**config.mk**
```make
export PLATFORM = sky130hd
export DESIGN_NAME = led_chaser_flat
export DESIGN_NICKNAME = d
export VERILOG_FILES = /design/src/rtl/led_chaser_pkg.sv /design/src/rtl/led_chaser_if.sv /design/src/rtl/led_step_timer.sv /design/src/rtl/led_chaser.sv /design/src/flat_wrapper.sv
export SDC_FILE = /design/constraint.sdc
export NUM_CORES = 1
export LEC_CHECK = 0
export BUFFER_PORTS_ARGS = -buffer_cell sky130_fd_sc_hd__buf_2
export CELL_PAD_IN_SITES_DETAIL_PLACEMENT = 1
export CELL_PAD_IN_SITES_GLOBAL_PLACEMENT = 1
export CORE_MARGIN = 4
export CORE_UTILIZATION = 42
export DETAILED_ROUTE_END_ITERATION = 16
export PLACE_DENSITY = 0.72
export SLEW_MARGIN = 20
export SYNTH_ARGS = -nofsm -noshare
export SYNTH_HDL_FRONTEND = slang
export SYNTH_SLANG_ARGS = --single-unit
```
**constraint.sdc**
```tcl
create_clock -name clock -period 2.6 [get_ports clock]
set_clock_uncertainty 0.2 [all_clocks]
set_input_delay 0.26 -clock clock [delete_from_list [all_inputs] [get_ports clock]]
set_output_delay 0.26 -clock clock [all_outputs]
set_load 0.01 [all_outputs]
```
**src/rtl/led_chaser_pkg.sv**
```systemverilog
// Shared definitions for the LED chaser slice.
//  mode_e : run-time pattern selection (rotate-left, rotate-right, ping-pong, bar-fill)
//  dir_e  : sweep direction of the ping-pong pattern
//  prescale_width() : counter width for a step prescaler of a given length
// The bench imports this package too, so mode codes live in one place.
package led_chaser_pkg;

    typedef enum logic [1:0] {
        MODE_ROL  = 2'd0,
        MODE_ROR  = 2'd1,
        MODE_PING = 2'd2,
        MODE_FILL = 2'd3
    } mode_e;

    typedef enum logic {
        DIR_UP   = 1'b0,
        DIR_DOWN = 1'b1
    } dir_e;

    // Bit index lit by the reset / reload pattern.
    localparam int RESET_LED = 0;

    // $clog2 of the step length, never narrower than one bit.
    function automatic int prescale_width(input int cycles);
        return (cycles <= 2) ? 1 : $clog2(cycles);
    endfunction

endpackage

```
**src/rtl/led_chaser_if.sv**
```systemverilog
// Control/status bundle between a controller and the LED chaser.
//  mode      2        pattern select (see mode_e)
//  pause     1        freeze prescaler and pattern
//  pwm_duty  PWM_BITS brightness, only when LED_CHASER_PWM_EN is defined
//  step_tick 1        one-cycle pulse per pattern step
//  led_out   N_LED    LED drive, 1 = lit
// master drives the controls, slave (the chaser) drives the status.
interface led_chaser_if #(
    parameter int N_LED = 4
`ifdef LED_CHASER_PWM_EN
    , parameter int PWM_BITS = 4
`endif
);
    logic [1:0]       mode;
    logic             pause;
`ifdef LED_CHASER_PWM_EN
    logic [PWM_BITS-1:0] pwm_duty;
`endif
    logic             step_tick;
    logic [N_LED-1:0] led_out;

`ifdef LED_CHASER_PWM_EN
    modport master (output mode, pause, pwm_duty, input step_tick, led_out);
    modport slave  (input mode, pause, pwm_duty, output step_tick, led_out);
`else
    modport master (output mode, pause, input step_tick, led_out);
    modport slave  (input mode, pause, output step_tick, led_out);
`endif
endinterface

```
**src/rtl/led_step_timer.sv**
```systemverilog
// Step prescaler: counts 0..STEP_CYCLES-1 and wraps.
//  clock in  system clock
//  reset in  synchronous active-high reset (count -> 0)
//  clr   in  restart the step (count -> 0), wins over hold
//  hold  in  freeze the count; also masks tick
//  tick  out high while the count sits on its last value and hold=0
module led_step_timer
    import led_chaser_pkg::*;
#(
    parameter int STEP_CYCLES = 50_000_000
) (
    input  logic clock,
    input  logic reset,
    input  logic clr,
    input  logic hold,
    output logic tick
);
    localparam int           CW   = prescale_width(STEP_CYCLES);
    localparam logic [CW-1:0] LAST = CW'(STEP_CYCLES - 1);

    logic [CW-1:0] cnt_reg;
    logic [CW-1:0] cnt_next;

    always_comb begin
        cnt_next = cnt_reg;
        if (clr) begin
            cnt_next = '0;
        end else if (!hold) begin
            cnt_next = (cnt_reg == LAST) ? '0 : cnt_reg + 1'b1;
        end
    end

    always_ff @(posedge clock) begin
        if (reset) begin
            cnt_reg <= '0;
        end else begin
            cnt_reg <= cnt_next;
        end
    end

    assign tick = (cnt_reg == LAST) && !hold;

endmodule

```
**src/rtl/led_chaser.sv**
```systemverilog
// Multi-mode running-light driver for N_LED board LEDs.
//  clock in  system clock, rising edge
//  reset in  synchronous active-high reset
//  bus   led_chaser_if.slave: mode, pause, [pwm_duty] in; step_tick, led_out out
// Optional build macro LED_CHASER_PWM_EN adds a free-running PWM dimmer; led_out
// is then registered once more and lags the pattern by one cycle.
module led_chaser
    import led_chaser_pkg::*;
#(
    parameter int N_LED       = 4,
    parameter int STEP_CYCLES = 50_000_000,
    parameter int PWM_BITS    = 4
) (
    input  logic        clock,
    input  logic        reset,
    led_chaser_if.slave bus
);
    if (N_LED < 2 || STEP_CYCLES < 2 || PWM_BITS < 1) begin : g_bad_params
        $error("led_chaser: parameter out of range");
    end

    localparam logic [N_LED-1:0] PAT_RESET = N_LED'(1) << RESET_LED;

    mode_e            mode_q_reg;
    dir_e             dir_reg, dir_next;
    logic [N_LED-1:0] pattern_reg, pattern_next;
    logic             mode_change;
    logic             tick;

    assign mode_change = (mode_e'(bus.mode) != mode_q_reg);

    // A mode change restarts the step so the new pattern gets a full first step.
    led_step_timer #(.STEP_CYCLES(STEP_CYCLES)) u_timer (
        .clock (clock),
        .reset (reset),
        .clr   (mode_change),
        .hold  (bus.pause),
        .tick  (tick)
    );

    assign bus.step_tick = tick;

    always_ff @(posedge clock) begin
        if (reset) begin
            mode_q_reg  <= mode_e'(bus.mode);
            dir_reg     <= DIR_UP;
            pattern_reg <= PAT_RESET;
        end else begin
            mode_q_reg  <= mode_e'(bus.mode);
            dir_reg     <= dir_next;
            pattern_reg <= pattern_next;
        end
    end

    always_comb begin
        dir_next     = dir_reg;
        pattern_next = pattern_reg;
        if (mode_change) begin
            // Reload also scrubs any multi-bit state left over from bar-fill.
            dir_next     = DIR_UP;
            pattern_next = PAT_RESET;
        end else if (tick) begin
            unique case (mode_q_reg)
                MODE_ROL:  pattern_next = {pattern_reg[N_LED-2:0], pattern_reg[N_LED-1]};
                MODE_ROR:  pattern_next = {pattern_reg[0], pattern_reg[N_LED-1:1]};
                MODE_PING: begin
                    // Turn around at an end without repeating the end state.
                    if (dir_reg == DIR_UP) begin
                        if (pattern_reg[N_LED-1]) begin
                            dir_next     = DIR_DOWN;
                            pattern_next = pattern_reg >> 1;
                        end else begin
                            pattern_next = pattern_reg << 1;
                        end
                    end else begin
                        if (pattern_reg[0]) begin
                            dir_next     = DIR_UP;
                            pattern_next = pattern_reg << 1;
                        end else begin
                            pattern_next = pattern_reg >> 1;
                        end
                    end
                end
                MODE_FILL: pattern_next = (&pattern_reg) ? '0 : {pattern_reg[N_LED-2:0], 1'b1};
                default:   pattern_next = PAT_RESET;
            endcase
        end
    end

`ifdef LED_CHASER_PWM_EN
    logic [PWM_BITS-1:0] pwm_cnt_reg;
    logic [N_LED-1:0]    led_pwm;
    logic [N_LED-1:0]    led_out_reg;
    logic                pwm_on;

    assign pwm_on = (pwm_cnt_reg < bus.pwm_duty);

    for (genvar gi = 0; gi < N_LED; gi++) begin : g_pwm_bit
        assign led_pwm[gi] = pattern_reg[gi] & pwm_on;
    end

    always_ff @(posedge clock) begin
        if (reset) begin
            pwm_cnt_reg <= '0;
            led_out_reg <= PAT_RESET;
        end else begin
            pwm_cnt_reg <= pwm_cnt_reg + 1'b1;
            led_out_reg <= led_pwm;
        end
    end

    assign bus.led_out = led_out_reg;
`else
    assign bus.led_out = pattern_reg;
`endif

endmodule
```
**src/flat_wrapper.sv**
```systemverilog
// flat-port wrapper written by rule: the top's interface ports become plain ports
module led_chaser_flat import led_chaser_pkg::*;
#(
    parameter int N_LED       = 4,
    parameter int STEP_CYCLES = 50_000_000,
    parameter int PWM_BITS    = 4
)
  (clock, reset, bus_mode, bus_pause, bus_step_tick, bus_led_out);
  led_chaser_if #(.N_LED(N_LED)) bus_i ();
  input  logic clock;
  input  logic reset;
  input wire logic [$bits(bus_i.mode)-1:0] bus_mode;
  input wire logic [$bits(bus_i.pause)-1:0] bus_pause;
  output wire logic [$bits(bus_i.step_tick)-1:0] bus_step_tick;
  output wire logic [$bits(bus_i.led_out)-1:0] bus_led_out;
  assign bus_i.mode = bus_mode;
  assign bus_i.pause = bus_pause;
  assign bus_step_tick = bus_i.step_tick;
  assign bus_led_out = bus_i.led_out;
  led_chaser #(.N_LED(N_LED), .STEP_CYCLES(STEP_CYCLES), .PWM_BITS(PWM_BITS)) u_core (.clock(clock), .reset(reset), .bus(bus_i));
endmodule
```
* Word level (Yosys, flattened, before mapping) *
Cells that the tools add are included.

word-level totals
  flip-flop bits (word level) = 33
  latch bits = 0
  memory bits (writable) = 0
  memory bits (read-only) = 0
  input port bits = 5
  logic and storage cells = 25
  memories kept = 0

operators by class
  add/subtract/negate cells = 1
  multipliers = 0
  div/mod/pow operators = 0
  $lt $le $gt $ge = 0
  equal/unequal tests = 5
  shifts and indexed selects = 0
  mux-type cells = 9
  bitwise operators = 0
  reduce and logical (&&, ||, !) cells = 6

operators with widths
  operator               count
  $add 26x1->26 const B  1
  $eq 26x26->1 const B   1
  $mux 26                1
  $mux 4                 4
  $pmux 4 s4             1
  $eq 2x2->1 const B     2
  $reduce_and 4->1       1
  $mux 1                 3
  $eq 2x1->1 const B     1
  $logic_not 2->1        1
  $ne 2x2->1             1
  $reduce_and 2->1       1
  $reduce_or 2->1        1
  $logic_and 1x1->1      1
  $logic_not 1->1        1

* Depth between registers and ports, before layout *
Gate-level depths: netlist (run 1).

  word-level depth = 3
  mapped depth = 8

* Modules after synthesis *
From an unflattened synthesis (run 1), not the netlist that was laid out.

unflattened totals
  cells, all modules = 195
  area, all modules = 1821.7 µm²

modules (own cells, without submodules)
  module          times used  cells each  area each (µm²)  sequential area each (µm²)
  led_step_timer  1           144         1398.8           520.5
  led_chaser      1           51          422.9            140.1

* Worst setup path before layout (run 1) *
OpenSTA, ideal clock, no wires.

  kind = register to register
  start point = reg u_core.u_timer.cnt_reg[3]
  end point = reg u_core.u_timer.cnt_reg[15]
  setup time = 0.115 ns
  arrival = 1.470 ns
  data required time = 2.285 ns
  path slack = 0.816 ns
  cell stages (with the launch flop) = 9
  buffers on the path = 3
  period minus slack after synthesis = 1.784 ns
  cells stage by stage = dfxtp_1 -> and4b_1 -> buf_6 -> nand4_2 -> and4bb_4 -> nand2b_4 -> buf_6 -> buf_8 -> nor2_1

on the way
  cells in the longest elaborated chain, start to end = 2
  elaborated cells on any way between the ends = 3
  classes of those cells = add/sub: 1; eq/ne: 1; mux: 1

RTL lines
  item                                           line                  text
  start: declaration                             led_step_timer.sv:21  logic [CW-1:0] cnt_reg;
  start signal: assignment                       led_step_timer.sv:37  cnt_reg <= cnt_next;
  $add 26x1->26 or $eq 26x26->1 (tied branches)  led_step_timer.sv:29  cnt_next = (cnt_reg == LAST) ? '0 : cnt_reg + 1'b1;
  $mux 26 (*)                                    led_step_timer.sv:29

Every way passes the cells marked *; elsewhere a longest branch is shown, timed or not.
A chain may end at the register's enable or synchronous reset.

* Worst setup path in the final report (run 1) *
  start point = reg u_core.u_timer.cnt_reg[0]
  end point = out bus_step_tick

on the way
  cells in the longest elaborated chain, start to end = 2

RTL lines
  item               line                  text
  $eq 26x26->1       led_step_timer.sv:41  assign tick = (cnt_reg == LAST) && !hold;
  $logic_and 1x1->1  led_step_timer.sv:41
  end: declaration   flat_wrapper.sv:14    output wire logic [$bits(bus_i.step_tick)-1:0] bus_step_tick;

No other way between the ends.

==> results.md, run 1 <==
Route:
- The first detailed-routing pass took 4 iterations.
- The via density per instance is around 5.5.
- The average routed wire per standard cell is 15.17 um.
- The remaining antenna violation count is 0.
- For this block, the initial DRC count from the detailed router was 45.
- Summing over every cut layer, the via total after detailed routing is 1,393.
- The total wire length after detailed routing is 3839 um.
- In the routed design, unresolved DRC markers number 0.

Layout:
- The register with the most flip-flops in the layout has 26 of them.
- The top cell types in the final layout, fill and taps aside, are dfxtp_1, nor2_1, xnor2_1.
- The finished cells cover 0.001824 mm2.
- The total inserted antenna cells is 0.
- For this run, the post-layout net count is about 210.
- The core utilization of the finished layout is about half.
- The proportion of layout cells with a drive suffix above 1 is 12.68%.
- The most frequent standard cell in the layout excluding fill and tap cells is dfxtp_1.
- The area added between synthesis and finish is 9.295%.

Yosys:
- After Yosys synthesis, full adders, half adders and majority gates account for 1.499% of the synthesized area.
- The synthesis warning total is 0.
- The post-synthesis cell area is 0.001669 mm2.
- After technology mapping, the gate count stands at 190.
- After synthesis, the largest family of logic cells by area is simple AND/OR/NAND/NOR gates.
- Synthesis instantiated 36 different standard cells from the library.
- After synthesis the netlist holds a flip-flop and latch count of 33.
- The number of nets handed over by synthesis was 197.
- The mean area per synthesized cell is 8.785 um2.
- The complex-gate fraction of the synthesized area is roughly 8.5%.
- The XOR/XNOR share of the synthesized area is 14.17%.
- Summing the sequential cell areas from Yosys gives between 30% and 40% of the chip area.
- After Yosys synthesis, and, or, nand and nor cells account for between 30% and 40% of the synthesized area.
- Multiplexer cells account for 0.5997% of the synthesized area.

Timing:
- The maximum achievable frequency is 450.8 MHz.
- The actual slew at the worst max-slew pin is approximately 0.47 ns.
- The final max-slew violation count is 0.
- Setup total negative slack on the finished layout was measured at 0 ns.
- The worst pin sits at a relative slew slack of 68.60%.
- The hold violation count in the final report is 0.
- The post-route minimum period is approximately 2.2 ns.
- The setup-violating endpoint count in the final report is 0.
- Setup repair after global routing left no endpoint under its margin.
- The final cycle utilization of the critical path is 85.32%.

Pwr:
- The share of total power dissipated in the clock network is 40.1%.
- Registers are responsible for about 56% of the overall power.
- The power share of the combinational group is 4.0%.
- IR analysis of the VDD net gives a maximum drop of roughly 0.32 mV.
- In this run the static leakage power is 0.0006060 uW.
- The internal portion of the total power is 708.1 uW.
- The share of total power consumed by net switching is 22.81%.
- The power density over cell area is 502.9 mW/mm2.
- In this run the power spent charging and discharging nets is 209.2 uW.

Worst setup path:
- The delay of the slowest critical-path stage is 0.48 ns.
- Data arrives at the worst endpoint at 1.76 ns.
- The critical path goes through ha_1 -> nand4_2 -> and4bb_4 -> buf_2.
- The minimum setup slack among reg-to-reg paths is 0.52 ns.
- The critical-path cell with the highest stage delay is dfxtp_1.
- The critical path data required time is 2.14 ns.
- In this run the worst path has a maximum fanout of 12.
- The sort of element at the end of the critical path is an output pin.
- The number of buffers and inverters on the critical path is 1.
- The critical setup path kind is register to output pin.
- The largest delay contributor family on the critical path is simple AND/OR/NAND/NOR gates.
- The worst setup path is launched from a register.

Clocking:
- Clock tree synthesis inserted a total of 5 buffers.
- The number of buffers between clock root and the deepest sink is 2.
- After clock tree synthesis, the setup repair step added 0 buffers.
- The sink count of the clock tree is 33.
- TritonCTS built the clock tree.
- The clock transition at the register clock pins on the worst setup and hold paths after CTS is 0.07 ns.
- The clock latency of the later-clocked register in the worst-skew pair is 0.29 ns.
- The H-tree was split into 2 levels.
- Clock tree synthesis selected as its root buffer the cell clkbuf_8.

Global route:
- The first-pass GRT wire length is ~6700 um.
- The via count of the first global-routing pass is 1,431.
- Entering global routing, the biggest net connects 26 pins.
- The overall fraction of global-route tracks in use is 16.50%.
- After global routing the overflow that remains totals 0.
- The number of antenna violations at the first check in global routing is 0.

Place:
- In this run the cell area measured after placement is approximately 0.0017 mm2.
- During placement, the flow inserted port buffers numbering 9.
- The routability congestion estimate from global placement is 0.9410.
- The placed wire-length estimate is 2808 um.

Floorplanning:
- The floorplan die area is 0.005047 mm2.
- The floorplan has 22 rows.
- The area inside the core boundary is approximately 0.0037 mm2.
- For this configuration, the core starts out at a cell density of 44.59%.
- During I/O placement, the number of pins put on the boundary was 10.
- The x dimension of the die is 71.04 um.
- The floorplan die height is 71.04 um.

Run:
- Max-cap violations in this run came to 0.

Worst hold path:
- The worst hold path belongs to the class primary input to register.

Run status:
- The flow ran to the end, and the final reports show no timing, DRC or antenna violations.
-- cell families after synthesis --
group,Yosys count
buf+inv,7
mux,1
simple gates,96
xor+xnor,27
compound gates,24
flops,33
fa+ha+maj,2
-- tightest hold or removal path, cell delays in order --
cell     delay [ns]
buf_2          0.13
mux2i_1        0.08
nor2_1         0.07
-- power groups by stage --
stage / sequential [uW] / combinational (uW) / clock [uW]
final: 512 / 36.7 / 368
after global routing: 513 / 40.9 / 403
after CTS: 512 / 37.1 / 379
after global placement: 523 / 32.6 / 0
after floorplan: 522 / 29.7 / 0
after detailed placement: 524 / 34.6 / 0
-- area by class of cell --
| type | instances | area (um2) |
|---|---|---|
| sequential | 33 | 660.6 |
| clock buffer | 6 | 72.57 |
| clock inverter | 2 | 10.01 |
| fill | 478 | 1919 |
| multi-input combinational | 150 | 940.9 |
| tap | 48 | 60.06 |
| timing repair buffer | 12 | 72.57 |
| inverter | 2 | 7.507 |
-- timing repair --
| action | in CTS | in global routing |
|---|---|---|
| gates resized for setup | 0 | 0 |
| hold buffers | 2 | 0 |
| hold endpoints to repair | 2 | 0 |
-- per-layer routing --
metal / global-route usage (%) / part of all wire, %
met3: 4.119 / 3.9
met4: 5.637 / 1.4
met5: 0 / 0
met2: 27.50 / 48
met1: 20.73 / 46
-- cell usage after synthesis --
cell type  instances  share of area [%]
nor2b_1            2               0.75
buf_8              1               0.90
and2b_1            2               0.90
inv_1              2               0.45
and3_1             3                1.1
nor4_1             4                1.5
nand2b_1           2               0.75
o211ai_1           1               0.45
o21a_1             3                1.3
and4bb_4           1               0.97
a22oi_1            1               0.45
nand2b_4           1               0.82
and4b_1            1               0.60
o21bai_1           1               0.45
a211oi_1           1               0.45
nand4_2            2                1.5
xor2_1             8                4.2
nand3b_1           1               0.45
nand4b_1           1               0.52
and2_1             1               0.38
xnor2_1           19                 10
nand3_1           11                3.3
o21ai_0            9                2.7
and4_1             4                2.1
nand2_1            9                2.0
nor2_2             4                1.5
nor2_1            30                6.7
a21oi_1            5                1.5
buf_6              4                2.7
a31oi_1            3                1.1
or2_2              1               0.38
nand4_1            7                2.6
dfxtp_1           33                 40
mux2i_1            1               0.60
nor3_1             9                2.7
ha_1               2                1.5
-- path summary, 6_finish.rpt --
path / startpoint / end / cells past startpoint
setup / recovery: u_core.u_timer.cnt_reg[0] / bus_step_tick / 4
hold / removal: bus_pause / u_core.u_timer.cnt_reg[1] / 3
setup reg to reg: u_core.u_timer.cnt_reg[0] / u_core.u_timer.cnt_reg[7] / 5
hold reg to reg: u_core.u_timer.cnt_reg[22] / u_core.u_timer.cnt_reg[22] / 2
-- per-stage QoR --
stage	hold WS (ns)	instances	total power, uW	setup WS, ns
floorplan	0.08772	190	552.1	0.8158
CTS	0.1017	253	928.4	0.3853
finish	0.1031	253	917.3	0.3817
global placement	0.1889	243	556.0	0.5639
detailed placement	0.1899	243	558.3	0.4679
global route	0.1200	253	956.1	0.2755
No activity file was read; power rests on OpenSTA's default activity.
==> inputs of run 2 (changes only) <==
--- a/config.mk
+++ b/config.mk
@@ -9,9 +9,9 @@
 export CELL_PAD_IN_SITES_DETAIL_PLACEMENT = 1
 export CELL_PAD_IN_SITES_GLOBAL_PLACEMENT = 1
 export CORE_MARGIN = 4
-export CORE_UTILIZATION = 42
+export CORE_UTILIZATION = 45
 export DETAILED_ROUTE_END_ITERATION = 16
-export PLACE_DENSITY = 0.72
+export PLACE_DENSITY = 0.76
 export SLEW_MARGIN = 20
 export SYNTH_ARGS = -nofsm -noshare
 export SYNTH_HDL_FRONTEND = slang
==> run 2 against run 1 <==
Count of clock-buffer cells in the layout up 1. Final area grew 1.7%. First-iteration DRC count up 33%. Via count is 1.6% lower. Critical endpoint unchanged. Largest power group unchanged.
==> results.md, run 2 (synthesized netlist as in run 1, its figures left out) <==
Worst setup path:
- Traced cell by cell, the critical path runs through ha_1 -> nand4_2 -> and4bb_4 -> buf_2.
- The critical path in this run is classified as register to output pin.
- The largest delay contributor family on the critical path is simple AND/OR/NAND/NOR gates.
- STA classifies the critical path startpoint as a register.
- The arrival time of the worst setup path was 1.73 ns (-0.03 ns).
- The critical-path cell with the highest stage delay is dfxtp_1.
- The maximum net fanout on the critical path came to 12 (unchanged).
- The number of buffers and inverters on the critical path is 1 (unchanged).
- The critical path data required time came to 2.14 ns (about the same).
- The delay of the slowest critical-path stage came to 0.48 ns (about the same).
- The sort of element at the end of the critical path is an output pin.

Floorplanning:
- The floorplan die area is 0.004747 mm2 (-5.9%).
- The x dimension of the die is 68.90 um (-3.0%).
- The number of rows created at floorplan came to 21 (-4.5%).
- The area inside the core boundary is 0.003468 mm2 (-7.4%).
- The initial core utilization is 48.12% (+3.5 points).
- The count of boundary I/O pins came to 10 (unchanged).
- The floorplan die height is 68.90 um (-3.0%).

Layout:
- The flip-flop count of the largest register after layout came to 26 (unchanged).
- The library cells used most frequently in the layout, excluding fill and tap cells, are dfxtp_1, nor2_1, xnor2_1.
- The number of standard cells in the layout, taps in and fillers out came to 251 (-0.79%).
- The total inserted antenna cells is 0 (unchanged).
- Leaving out fill and tap cells, the most frequent cell in the layout is dfxtp_1.
- The proportion of layout cells with a drive suffix above 1 was 12.68% (unchanged).
- The number of nets in the layout is 211 (unchanged).
- The area added between synthesis and finish is 11.17%.

Place:
- The instance count after placement with tap cells included is 241 (-0.82%).
- The routability congestion estimate from global placement is 0.8893 (-5.5%).
- The count of buffers inserted at the top-level ports is 9 (unchanged).
- The placed wire-length estimate is 2829 um (+0.76%).

Clocking:
- The clock transition at the register clock pins on the worst setup and hold paths after CTS is 0.07 ns (about the same).
- The number of buffers between clock root and the deepest sink is 2 (unchanged).
- The clock latency of the later-clocked register in the worst-skew pair was 0.28 ns (about the same).
- The sink count of the clock tree is 33 (unchanged).
- The clock tree from TritonCTS is built.
- In this run the clock root is driven by a clkbuf_8.
- The number of buffers inserted during clock tree synthesis is 5 (unchanged).
- The depth of the CTS H-tree is 2 (unchanged).

Timing:
- The actual slew at the worst max-slew pin is 0.5039 ns (+0.03720 ns).
- The final max-slew violation count is 0 (unchanged).
- The relative slew slack is 66.10% (-2.5 points).
- The post-route minimum period is 2.193 ns (-0.02563 ns).
- The hold violation count in the final report is 0 (unchanged).
- The maximum achievable frequency is 456.1 MHz (+1.2%).
- The final total negative setup slack is 0 ns (unchanged).
- The setup-violating endpoint count in the final report came to 0 (unchanged).
- The final cycle utilization of the critical path is 84.33% (-0.99 points).
- Setup repair after global routing left no endpoint under its margin.

Route:
- The DRC violation count after routing is 0 (unchanged).
- The iteration-0 DRC count of the detailed router is 60 (+33%).
- The number of search-and-repair iterations in the first detailed-routing pass came to 4 (unchanged).
- The total via count in the routed design came to 1,371 (-1.6%).
- The remaining antenna violation count is 0 (unchanged).
- The total wire length after detailed routing was 3830 um (-0.23%).
- The via density per instance came to 5.462 (-0.80%).
- The average routed wire per standard cell is 15.26 um (+0.56%).

Pwr:
- The power density over cell area was 565.7 mW/mm2 (+13%).
- The sum of internal, switching and leakage power is 1050 uW (+14%).
- The maximum vdd drop is 0.3008 mV (-6.5%).
- The static leakage came to 0.0006195 uW (+2.2%).

Global route:
- The maximum number of pins on one net before global-route repair is 26 (unchanged).
- The first-pass GRT wire length came to 6693 um (about the same).
- The via count of the first global-routing pass is 1,442 (+0.77%).
- The aggregate global routing overflow is 0 (unchanged).
- The number of antenna violations at the first check in global routing is 0 (unchanged).
- The overall fraction of global-route tracks in use came to 19.20% (+2.7 points).

Run:
- The max capacitance violation total came to 0 (unchanged).

Worst hold path:
- The worst hold-check path type is primary input to register.

Run status:
- The run finished with clean final reports.
## run 2: changes by cell type in the layout (fill, tap and decap cells not counted), sizes merged
cell,before,now
bufinv,0,1
clkbuf,6,7
clkinv,2,0
## run 2: timing repair
| item | 4_1_cts | 5_1_grt |
|---|---|---|
| buffers inserted | 0 | 0 |
| hold buffers | 2 | 0 |
| gates resized for setup | 0 | 0 |
| hold endpoints to repair | 2 | 0 |
## run 2: power by group
group	switching (uW)	internal, uW	leakage, uW
registers	4.31	508	0.000267
logic	21.0	15.0	0.000295
clock network	189	312	0.0000585
## run 2: through the flow
step | setup slack (ns) | util [%] | area, um2 | hold WS [ns]
after floorplan | 0.8158 | - | 1669 | 0.08772
after global placement | 0.5702 | 49.57 | 1719 | 0.1866
after detailed placement | 0.5053 | 49.57 | 1719 | 0.1941
after CTS | 0.3933 | 53.50 | 1856 | 0.09001
after global routing | 0.2646 | 53.50 | 1856 | 0.1117
final | 0.4073 | 53.50 | 1856 | 0.09885
## run 2: worst min-delay path, cell delays in order
cell	delay, ns
buf_2	0.14
mux2i_1	0.08
nor2_1	0.07
## run 2: routing by layer
metal / track usage [%] / up-vias / wire [um]
li1: - / 696 / -
met1: 22.96 / 648 / 1802
met2: 32.74 / 20 / 1851
met3: 5.024 / 7 / 120
met4: 7.299 / 0 / 55
met5: 0 / - / 0
## run 2: cell type report
class	count	area [um2]
Multi-Input combinational cell	150	940.9
Fill cell	435	1613
Timing Repair Buffer	12	72.57
Clock buffer	7	86.33
Sequential cell	33	660.6
Clock inverter	1	30.03
Inverter	2	7.507
Tap cell	46	57.56
## run 2: worst paths after layout
path	cells after the start	slack, ns	startpoint	endpoint
setup / recovery	4	0.41	u_core.u_timer.cnt_reg[0]	bus_step_tick
hold / removal	3	0.1	bus_pause	u_core.u_timer.cnt_reg[1]
setup reg to reg	5	0.54	u_core.u_timer.cnt_reg[0]	u_core.u_timer.cnt_reg[15]
hold reg to reg	2	0.35	u_core.u_timer.cnt_reg[25]	u_core.u_timer.cnt_reg[25]
